<file path="src/rtl/div_pkg.sv">
// Shared constants and state encoding for the divider operand-preparation stage.
package div_pkg;

  localparam int unsigned WIDTH      = 16;
  localparam int unsigned CNT_W      = 4;
  localparam int unsigned IA_SEL_LSB = 13;

  typedef enum logic [1:0] {
    IDLE = 2'd0,
    NORM = 2'd1,
    HOLD = 2'd2
  } state_t;

endpackage

</file>
<file path="src/rtl/mux4.sv">
// Generic 4:1 mux; picks one of four reciprocal approximations.
module mux4 #(
  parameter int unsigned W = 16
) (
  input  logic [1:0]   sel,
  input  logic [W-1:0] d0,
  input  logic [W-1:0] d1,
  input  logic [W-1:0] d2,
  input  logic [W-1:0] d3,
  output logic [W-1:0] y_c
);

  // Pure combinational select.
  always_comb begin
    y_c = d0;
    case (sel)
      2'd0: y_c = d0;
      2'd1: y_c = d1;
      2'd2: y_c = d2;
      2'd3: y_c = d3;
      default: y_c = d0;
    endcase
  end

endmodule

</file>
<file path="src/rtl/div_operand_prep.sv">
// Divisor normalisation and initial-approximation selection ahead of the
// reciprocal divider. Divisor is left-shifted until its MSB is set; the
// shift count and an approximation chosen from the normalised divisor are
// held with the untouched dividend until the divider takes them.
module div_operand_prep
  import div_pkg::*;
(
  input  logic             clk,
  input  logic             reset,
  input  logic             in_valid,
  output logic             in_ready,
  input  logic [WIDTH-1:0] a_in,
  input  logic [WIDTH-1:0] b_in,
  input  logic [WIDTH-1:0] ia0,
  input  logic [WIDTH-1:0] ia1,
  input  logic [WIDTH-1:0] ia2,
  input  logic [WIDTH-1:0] ia3,
  output logic             out_valid,
  input  logic             out_ready,
  output logic [WIDTH-1:0] a_out,
  output logic [WIDTH-1:0] b_norm,
  output logic [WIDTH-1:0] ia_out,
  output logic [CNT_W-1:0] shift_cnt,
  output logic             div_zero
);

  state_t           state;
  state_t           state_n;
  logic             accept_c;
  logic [WIDTH-1:0] a_n;
  logic [WIDTH-1:0] b_n;
  logic [CNT_W-1:0] cnt_n;
  logic             dz_n;
  logic             ov_n;
  logic             rdy_n;
  logic             ia_load;
  logic [WIDTH-1:0] ia_sel_c;

  assign accept_c = in_valid && in_ready;

  // Approximation is chosen from the divisor value that will sit in b_norm.
  mux4 #(.W(WIDTH)) u_ia_mux (
    .sel (b_n[IA_SEL_LSB +: 2]),
    .d0  (ia0),
    .d1  (ia1),
    .d2  (ia2),
    .d3  (ia3),
    .y_c (ia_sel_c)
  );

  // Next-state, datapath next values and handshake outputs.
  always_comb begin
    state_n = state;
    a_n     = a_out;
    b_n     = b_norm;
    cnt_n   = shift_cnt;
    dz_n    = div_zero;
    ov_n    = out_valid;
    rdy_n   = 1'b0;
    ia_load = 1'b0;
    case (state)
      IDLE: begin
        rdy_n = 1'b1;
        if (accept_c) begin
          a_n   = a_in;
          b_n   = b_in;
          cnt_n = '0;
          dz_n  = (b_in == '0);
          rdy_n = 1'b0;
          if ((b_in == '0) || b_in[WIDTH-1]) begin
            state_n = HOLD;
            ov_n    = 1'b1;
            ia_load = 1'b1;
          end else begin
            state_n = NORM;
          end
        end
      end
      NORM: begin
        b_n   = b_norm << 1;
        cnt_n = shift_cnt + CNT_W'(1);
        // Bit below the MSB set: this shift is the last one.
        if (b_norm[WIDTH-2]) begin
          state_n = HOLD;
          ov_n    = 1'b1;
          ia_load = 1'b1;
        end
      end
      HOLD: begin
        if (out_ready) begin
          state_n = IDLE;
          ov_n    = 1'b0;
          dz_n    = 1'b0;
          rdy_n   = 1'b1;
        end
      end
      default: begin
        state_n = IDLE;
        ov_n    = 1'b0;
        dz_n    = 1'b0;
      end
    endcase
  end

  // State, datapath and output registers; reset drops any operation in flight.
  always_ff @(posedge clk) begin
    if (reset) begin
      state     <= IDLE;
      in_ready  <= 1'b0;
      out_valid <= 1'b0;
      div_zero  <= 1'b0;
      a_out     <= '0;
      b_norm    <= '0;
      ia_out    <= '0;
      shift_cnt <= '0;
    end else begin
      state     <= state_n;
      in_ready  <= rdy_n;
      out_valid <= ov_n;
      div_zero  <= dz_n;
      a_out     <= a_n;
      b_norm    <= b_n;
      shift_cnt <= cnt_n;
      if (ia_load) begin
        ia_out <= ia_sel_c;
      end
    end
  end

endmodule

</file>
<file path="config.mk">
export PLATFORM = sky130hd
export DESIGN_NAME = div_operand_prep
export DESIGN_NICKNAME = d
export VERILOG_FILES = /design/src/rtl/div_pkg.sv /design/src/rtl/mux4.sv /design/src/rtl/div_operand_prep.sv
export SDC_FILE = /design/constraint.sdc
export NUM_CORES = 1
export LEC_CHECK = 0
export CORE_MARGIN = 2
export CORE_UTILIZATION = 38
export DETAILED_ROUTE_END_ITERATION = 8
export MAX_ROUTING_LAYER = met4
export PLACE_DENSITY = 0.91
export SLEW_MARGIN = 20
export SYNTH_ARGS = -nofsm -noshare
export SYNTH_HDL_FRONTEND = slang
export SYNTH_HIERARCHICAL = 1
export SYNTH_SLANG_ARGS = --single-unit
</file>
<file path="constraint.sdc">
create_clock -name clk -period 3.45 [get_ports clk]
set_clock_uncertainty 0.1 [all_clocks]
set_input_delay 0.8625 -clock clk [delete_from_list [all_inputs] [get_ports clk]]
set_output_delay 0.8625 -clock clk [all_outputs]
set_load 0.02 [all_outputs]
</file>
==> results.ini, run 1 <==
[outcome]
status=complete, no violations

[clock_network]
cts_resized=0
htreeDepth=3
clk_latency_ns=0.33
cts_hold_buf=0
numCtsBuffers=9
clk_pin_slew_ns=0.07
cts_buffer_depth=2
cts_sinks=57
cts-root-buf=clkbuf_8
post_cts_buffers=0
cts_tree=built

[timing]
fin_ws_ns=0.391
setup_viol_count_final=0
hold_violations=0
period_needed_ns=3.06
worst_pin_slew_ns=0.573
hold_ws_ns=0.352
rsz0062_at_grt=false
max_freq_mhz=327
tns_ns=0
slew_violations=0
fin_crit_sh=0.887
slew-limit-headroom=0.618

[power]
fin_total_pwr_w=0.00186
internal-power_w=0.00138
power_frac_comb=0.241
switchingPower_w=0.000484
p_leak_nw=1.64
p_seq_frac=0.392
switching_share=0.260
p_per_area_mw_per_mm2=412
ir_drop_uv=234
p_clk_frac=0.367

[final_layout]
drive_above_1_share=0.0865
nets=548
syn_to_final_growth_pct=66.0
layout.cells.non_filler=547
diodes=0

[logic_synthesis]
synth-seq-cells=57
synth.area.mux_share=0.200
synth.avg_cell_area_um2=9.16
ys_seq_area_frac=0.420
synthMostInstantiatedCell=nand2_1
netlist_area_mm2=0.00272
synth_common_cells=nand2_1 (65), dfxtp_1 (57), nor2_1 (39)
synth_ff_type=dfxtp_1
post-synth-top-area-cell=dfxtp_1
synthAdderAreaFrac=0.00460
synth.distinct_cells=38
synth_top_area_share=0.420
yosysWarningCount=6
synth_top_family_by_area=simple AND/OR/NAND/NOR gates
synthXorXnorAreaFrac=0
synth.area.top_cells=dfxtp_1 (42%), nand2_1 (9.0%), mux4_2 (8.3%)
synth_cells=297
syn_nets=398
yosys.area_share.simple=0.214
synth-edff-count=0
synth-compound-area-share=0.103
postSynth.asyncResetShare=0

[min_path]
holdPathEnd=a_out[7]
hp-start=a_out[7]
holdPathStages=2
hp-class=reg -> reg

[setup_path]
arrival_ns=3.15
critPathMaxFanout=16
worstPathRequired_ns=3.55
rr_worst_depth=8
crit_chain=clkdlybuf4s50_1, a21oi_1, or2_2, a222oi_1, inv_1, buf_4, mux4_1, nand2_1, mux2i_1
rrSetupSlack_ns=0.97
critPathMaxStageDelay_ns=0.51
worstSetupStartpoint=in_valid
reg2reg_from=state[0]
worstSetupStartpointType=input port
critPathKind=in -> reg
r2r-end=ia_out[15]
end_kind=flip-flop
critPathSlowestCell=clkdlybuf4s50_1

[global_route]
grt_pass1_vias=2684
grt_util_all_layers=0.214
grt_remaining_overflow=0
grt_start_max_net_pins=37
grt_first_pass_wirelength_um=12500
antenna_found_initial=0

[drt]
antenna_left=0
via_count=2777
viasPerCell=5.08
drt_iter0_markers=120
route.detailed.drc=0
wirelength_um=8060
drt-wirelength-per-cell_um=14.7
dr.pass1.iters=4

[place]
gp_congestion=0.825
dp_slack_ns=0.0584
placed_cells=532
port_buffers=154
hpwlAfterDp_um=6250

[floorplan]
die_h_um=88.6
die_area_mm2=0.00785
coreArea_mm2=0.00687
dieWidth_um=88.6
io_pins=155
initial_core_util=0.396
fp-row-count=30

[run]
maxCapViolations=0

-- power groups by stage --
| stage | clock network [W] | registers [W] | logic, W |
|---|---|---|---|
| floorplan | 0 | 0.000785 | 0.000184 |
| global placement | 0 | 0.000741 | 0.000440 |
| detailed placement | 0 | 0.000743 | 0.000450 |
| CTS | 0.000699 | 0.000729 | 0.000452 |
| global route | 0.000729 | 0.000734 | 0.000482 |
| finish | 0.000682 | 0.000729 | 0.000448 |
-- layer usage --
metal | global-route usage | share of wire
met4 | 0.0840 | 0.012
met1 | 0.232 | 0.38
met2 | 0.377 | 0.55
met5 | - | 0
met3 | 0.0513 | 0.061
-- worst max path at each step --
| stage | endpoint | slack (ns) | cells after the start |
|---|---|---|---|
| after floorplan | ia_out[11] | 0.66 | 10 |
| after global routing | ia_out[14] | 0.23 | 9 |
| after global placement | ia_out[0] | 0.18 | 9 |
| final | ia_out[15] | 0.39 | 9 |
| after CTS | ia_out[15] | 0.41 | 9 |
| after detailed placement | ia_out[14] | 0.06 | 9 |
-- cell type report --
| class | instances | area, µm² |
|---|---|---|
| inverter | 4 | 15.0 |
| clock buffer | 10 | 138 |
| tap | 96 | 120 |
| fill | 548 | 2350 |
| multi-input combinational | 213 | 1420 |
| clock inverter | 5 | 80.1 |
| sequential | 57 | 1140 |
| timing repair buffer | 162 | 1600 |
-- layout by cell type, fill, tap and decap left out, drive strengths merged --
cell type / Yosys / layout
and2b: 1 / 1
o21a: 1 / 1
nor4: 6 / 6
and3b: 1 / 1
a2bb2oi: 1 / 1
o21bai: 1 / 1
clkdlybuf4s50: 0 / 154
a222oi: 2 / 2
a211oi: 1 / 1
nand3: 1 / 1
ha: 1 / 1
nand2b: 2 / 2
clkinvlp: 0 / 2
bufinv: 0 / 2
nand2: 65 / 65
clkbuf: 12 / 10
nand3b: 1 / 1
or2: 1 / 1
o211a: 1 / 1
mux4: 16 / 16
nor2b: 1 / 1
mux2i: 16 / 16
clkinv: 1 / 2
o21ai: 12 / 12
nor3b: 1 / 1
buf: 11 / 8
a22oi: 4 / 4
and2: 1 / 1
inv: 3 / 3
dfxtp: 57 / 57
a21oi: 23 / 23
nand4: 1 / 1
nor2: 39 / 39
nor3: 12 / 12
a32oi: 1 / 1
-- critical path, delay by kind of cell --
kind / cells / cell delay [ns]
muxes: 2 / 0.55
AOI/OAI and AO/OA: 2 / 0.47
buffers and inverters: 3 / 0.81
and+or+nand+nor: 2 / 0.45
-- metrics by stage --
stage,instance area (µm²),util
final,4510,0.657
after global routing,4510,0.657
after CTS,4510,0.657
after detailed placement,4300,0.626
after global placement,4300,0.626
after floorplan,2720,-
-- kinds of logic after synthesis --
group / after synthesis
and+or+nand+nor: 133
DFF: 57
AOI/OAI and AO/OA: 47
muxes: 32
buffers and inverters: 27
adders and majority gates: 1
-- flip-flops by register name, summed over array words and instances, names as in the netlist --
register,flops
shift_cnt,4
b_norm,16
out_valid,1
state,2
ia_out,16
div_zero,1
a_out,16
in_ready,1
No activity file was read; power rests on OpenSTA's default activity.
==> inputs of run 2 (changes only) <==
--- a/config.mk
+++ b/config.mk
@@ -6,10 +6,10 @@
 export NUM_CORES = 1
 export LEC_CHECK = 0
 export CORE_MARGIN = 2
-export CORE_UTILIZATION = 38
+export CORE_UTILIZATION = 41
 export DETAILED_ROUTE_END_ITERATION = 8
 export MAX_ROUTING_LAYER = met4
-export PLACE_DENSITY = 0.91
+export PLACE_DENSITY = 0.95
 export SLEW_MARGIN = 20
 export SYNTH_ARGS = -nofsm -noshare
 export SYNTH_HDL_FRONTEND = slang
==> constraint.sdc (replaced) <==
create_clock -name clk -period 3.9 [get_ports clk]
set_clock_uncertainty 0.1 [all_clocks]
set_input_delay 0.975 -clock clk [delete_from_list [all_inputs] [get_ports clk]]
set_output_delay 0.975 -clock clk [all_outputs]
set_load 0.02 [all_outputs]
==> run 2 against run 1 <==
Effect of this change: register-to-register slack gained 0.45 ns; cell area shrank 1.8%; sequential power shrank 12%; sequential share of layout area grew 0.46 points; non-clock buffer count shrank 2; via count grew 0.25%; hold slack gained 0.0020 ns; combinational power shrank 12%; die area shrank 7.0%; final cell count shrank 3.8%; critical path depth is the same; count of clock-buffer cells in the layout grew 1; critical path type unchanged; largest cell class unchanged; highest routed layer unchanged.
==> results.ini, run 2 (synthesis results as in run 1) <==
[global_route]
grt_pass1_vias=2783  ; +3.7%
grt_first_pass_wirelength_um=12900  ; +3.5%
grt_remaining_overflow=0  ; unchanged
grt_util_all_layers=0.233  ; +0.0193
grt_start_max_net_pins=43  ; +16%
antenna_found_initial=0  ; unchanged

[floorplan]
initial_core_util=0.426  ; +0.0299
die_h_um=85.5  ; -3.6%
dieWidth_um=85.5  ; -3.6%
die_area_mm2=0.00730  ; -7.0%
coreArea_mm2=0.00639  ; -7.0%
io_pins=155  ; unchanged
fp-row-count=29  ; -3.3%

[drt]
antenna_left=0  ; unchanged
drt-wirelength-per-cell_um=15.5  ; +5.5%
wirelength_um=8170  ; +1.4%
drt_iter0_markers=159  ; +33%
route.detailed.drc=0  ; unchanged
viasPerCell=5.29  ; +4.3%
via_count=2784  ; +0.25%
dr.pass1.iters=4  ; unchanged

[power]
switchingPower_w=0.000417  ; -14%
power_frac_comb=0.255  ; +0.014
p_clk_frac=0.328  ; -0.039
internal-power_w=0.00113  ; -18%
switching_share=0.270  ; +0.00925
ir_drop_uv=235  ; about the same
p_leak_nw=1.62  ; -1.3%
p_per_area_mw_per_mm2=349  ; -15%
p_seq_frac=0.417  ; +0.025

[final_layout]
diodes=0  ; unchanged
syn_to_final_growth_pct=63.0
layout.cells.most_common_list=clkdlybuf4s50_1 (154), nand2_1 (65), dfxtp_1 (57), nor2_1 (39), a21oi_1 (23)
fin_area_mm2=0.00443  ; -1.8%
drive_above_1_share=0.0780  ; -0.00852
nets=546  ; -0.36%
layout_commonest_cell=clkdlybuf4s50_1
fillers=483  ; -12%
reg.largest.list=a_out x16, b_norm x16, ia_out x16

[timing]
max_freq_mhz=316
hold_violations=0  ; unchanged
tns_ns=0  ; unchanged
hold_ws_ns=0.354  ; +0.00199 ns
slew-limit-headroom=0.454  ; -0.164
slew_violations=0  ; unchanged
worst_pin_slew_ns=0.816  ; +0.243 ns
setup_viol_count_final=0  ; unchanged
fin_crit_sh=0.813
rsz0062_at_grt=false
period_needed_ns=3.17

[setup_path]
rr_worst_depth=8  ; unchanged
critPathKind=in -> reg
critPathSlowestCell=mux4_1
path_buf_inv=3  ; unchanged
end_kind=flip-flop
arrival_ns=3.27  ; +0.12 ns
r2r-end=ia_out[12]
cp_top_family=buffers and inverters
rrSetupSlack_ns=1.42  ; +0.45 ns
worstPathRequired_ns=4.00  ; +0.45 ns
critPathMaxFanout=16  ; unchanged
crit_chain=clkdlybuf4s50_1, and3b_1, nor2b_1, a222oi_1, inv_1, buf_4, mux4_1, nand2_1, mux2i_1
critPathMaxStageDelay_ns=0.60  ; +0.09 ns
reg2reg_from=state[0]
worstSetupStartpointType=input port

[clock_network]
cts_resized=0  ; unchanged
cts-root-buf=clkbuf_8
post_cts_buffers=0  ; unchanged
cts_hold_buf=0  ; unchanged
cts_sinks=57  ; unchanged
numCtsBuffers=9  ; unchanged
cts_buffer_depth=2  ; unchanged
clk_pin_slew_ns=0.06  ; about the same
clk_latency_ns=0.32  ; about the same
htreeDepth=3  ; unchanged
cts_tree=built

[place]
placedInstanceArea_mm2=0.00426  ; -0.90%
hpwlAfterDp_um=6280  ; +0.55%
port_buffers=154  ; unchanged
gp_congestion=0.781  ; -5.3%

[run]
maxCapViolations=0  ; unchanged

[min_path]
holdPathStages=2  ; unchanged
hp-class=reg -> reg
holdPathEnd=a_out[9]
hp-start=a_out[9]

[outcome]
status=complete, no violations

## run 2: cell types whose count changed in the layout (fill, tap and decap cells not counted), sizes merged
cell      before  now
clkinvlp       2    0
clkbuf        10   11
clkinv         2    4
buf            8    6
bufinv         2    1
## run 2: layout make-up
type                       instances  area (µm²)  area share
inverter                           4        15.0     0.00339
clock buffer                      11         131      0.0296
clock inverter                     4        45.0      0.0102
timing repair buffer             160        1590       0.358
multi-input combinational        213        1420       0.320
sequential                        57        1140       0.257
tap                               77        96.3      0.0217
## run 2: power groups by stage
| stage | Sequential [W] | Clock [W] | Combinational (W) |
|---|---|---|---|
| 4_1_cts | 0.000645 | 0.000516 | 0.000398 |
| 3_5_place_dp | 0.000657 | 0 | 0.000396 |
| 3_3_place_gp | 0.000655 | 0 | 0.000386 |
| 6_report | 0.000645 | 0.000508 | 0.000396 |
| 2_1_floorplan | 0.000695 | 0 | 0.000162 |
| 5_1_grt | 0.000650 | 0.000540 | 0.000423 |
## run 2: how the worst max path moves through the flow
stage | end | startpoint | slack, ns | depth (start not counted)
detailed placement | ia_out[12] | in_valid | 0.41 | 9
global route | ia_out[1] | in_valid | 0.59 | 9
floorplan | ia_out[11] | in_valid | 1.0 | 10
global placement | ia_out[15] | in_valid | 0.52 | 9
CTS | ia_out[12] | in_valid | 0.75 | 9
finish | ia_out[12] | in_valid | 0.73 | 9
## run 2: worst register-to-register path, delay by kind of cell (launching register included)
family / cells / cell delay, ns
simple gates: 2 / 0.46
compound gates: 2 / 0.46
buf+inv: 2 / 0.30
mux: 2 / 0.56
flops: 1 / 0.48
## run 2: stage by stage
step	util	instances	total power [W]	setup WS, ns
floorplan	-	297	0.000857	0.996
global placement	0.667	511	0.00104	0.516
detailed placement	0.667	511	0.00105	0.407
CTS	0.694	526	0.00156	0.753
global route	0.694	526	0.00161	0.587
finish	0.694	526	0.00155	0.731
## run 2: layer usage
layer	wire [µm]	track usage	part of all wire
met5	0	-	0
met4	153	0.107	0.019
met3	511	0.0467	0.063
met2	4500	0.417	0.55
met1	3010	0.246	0.37
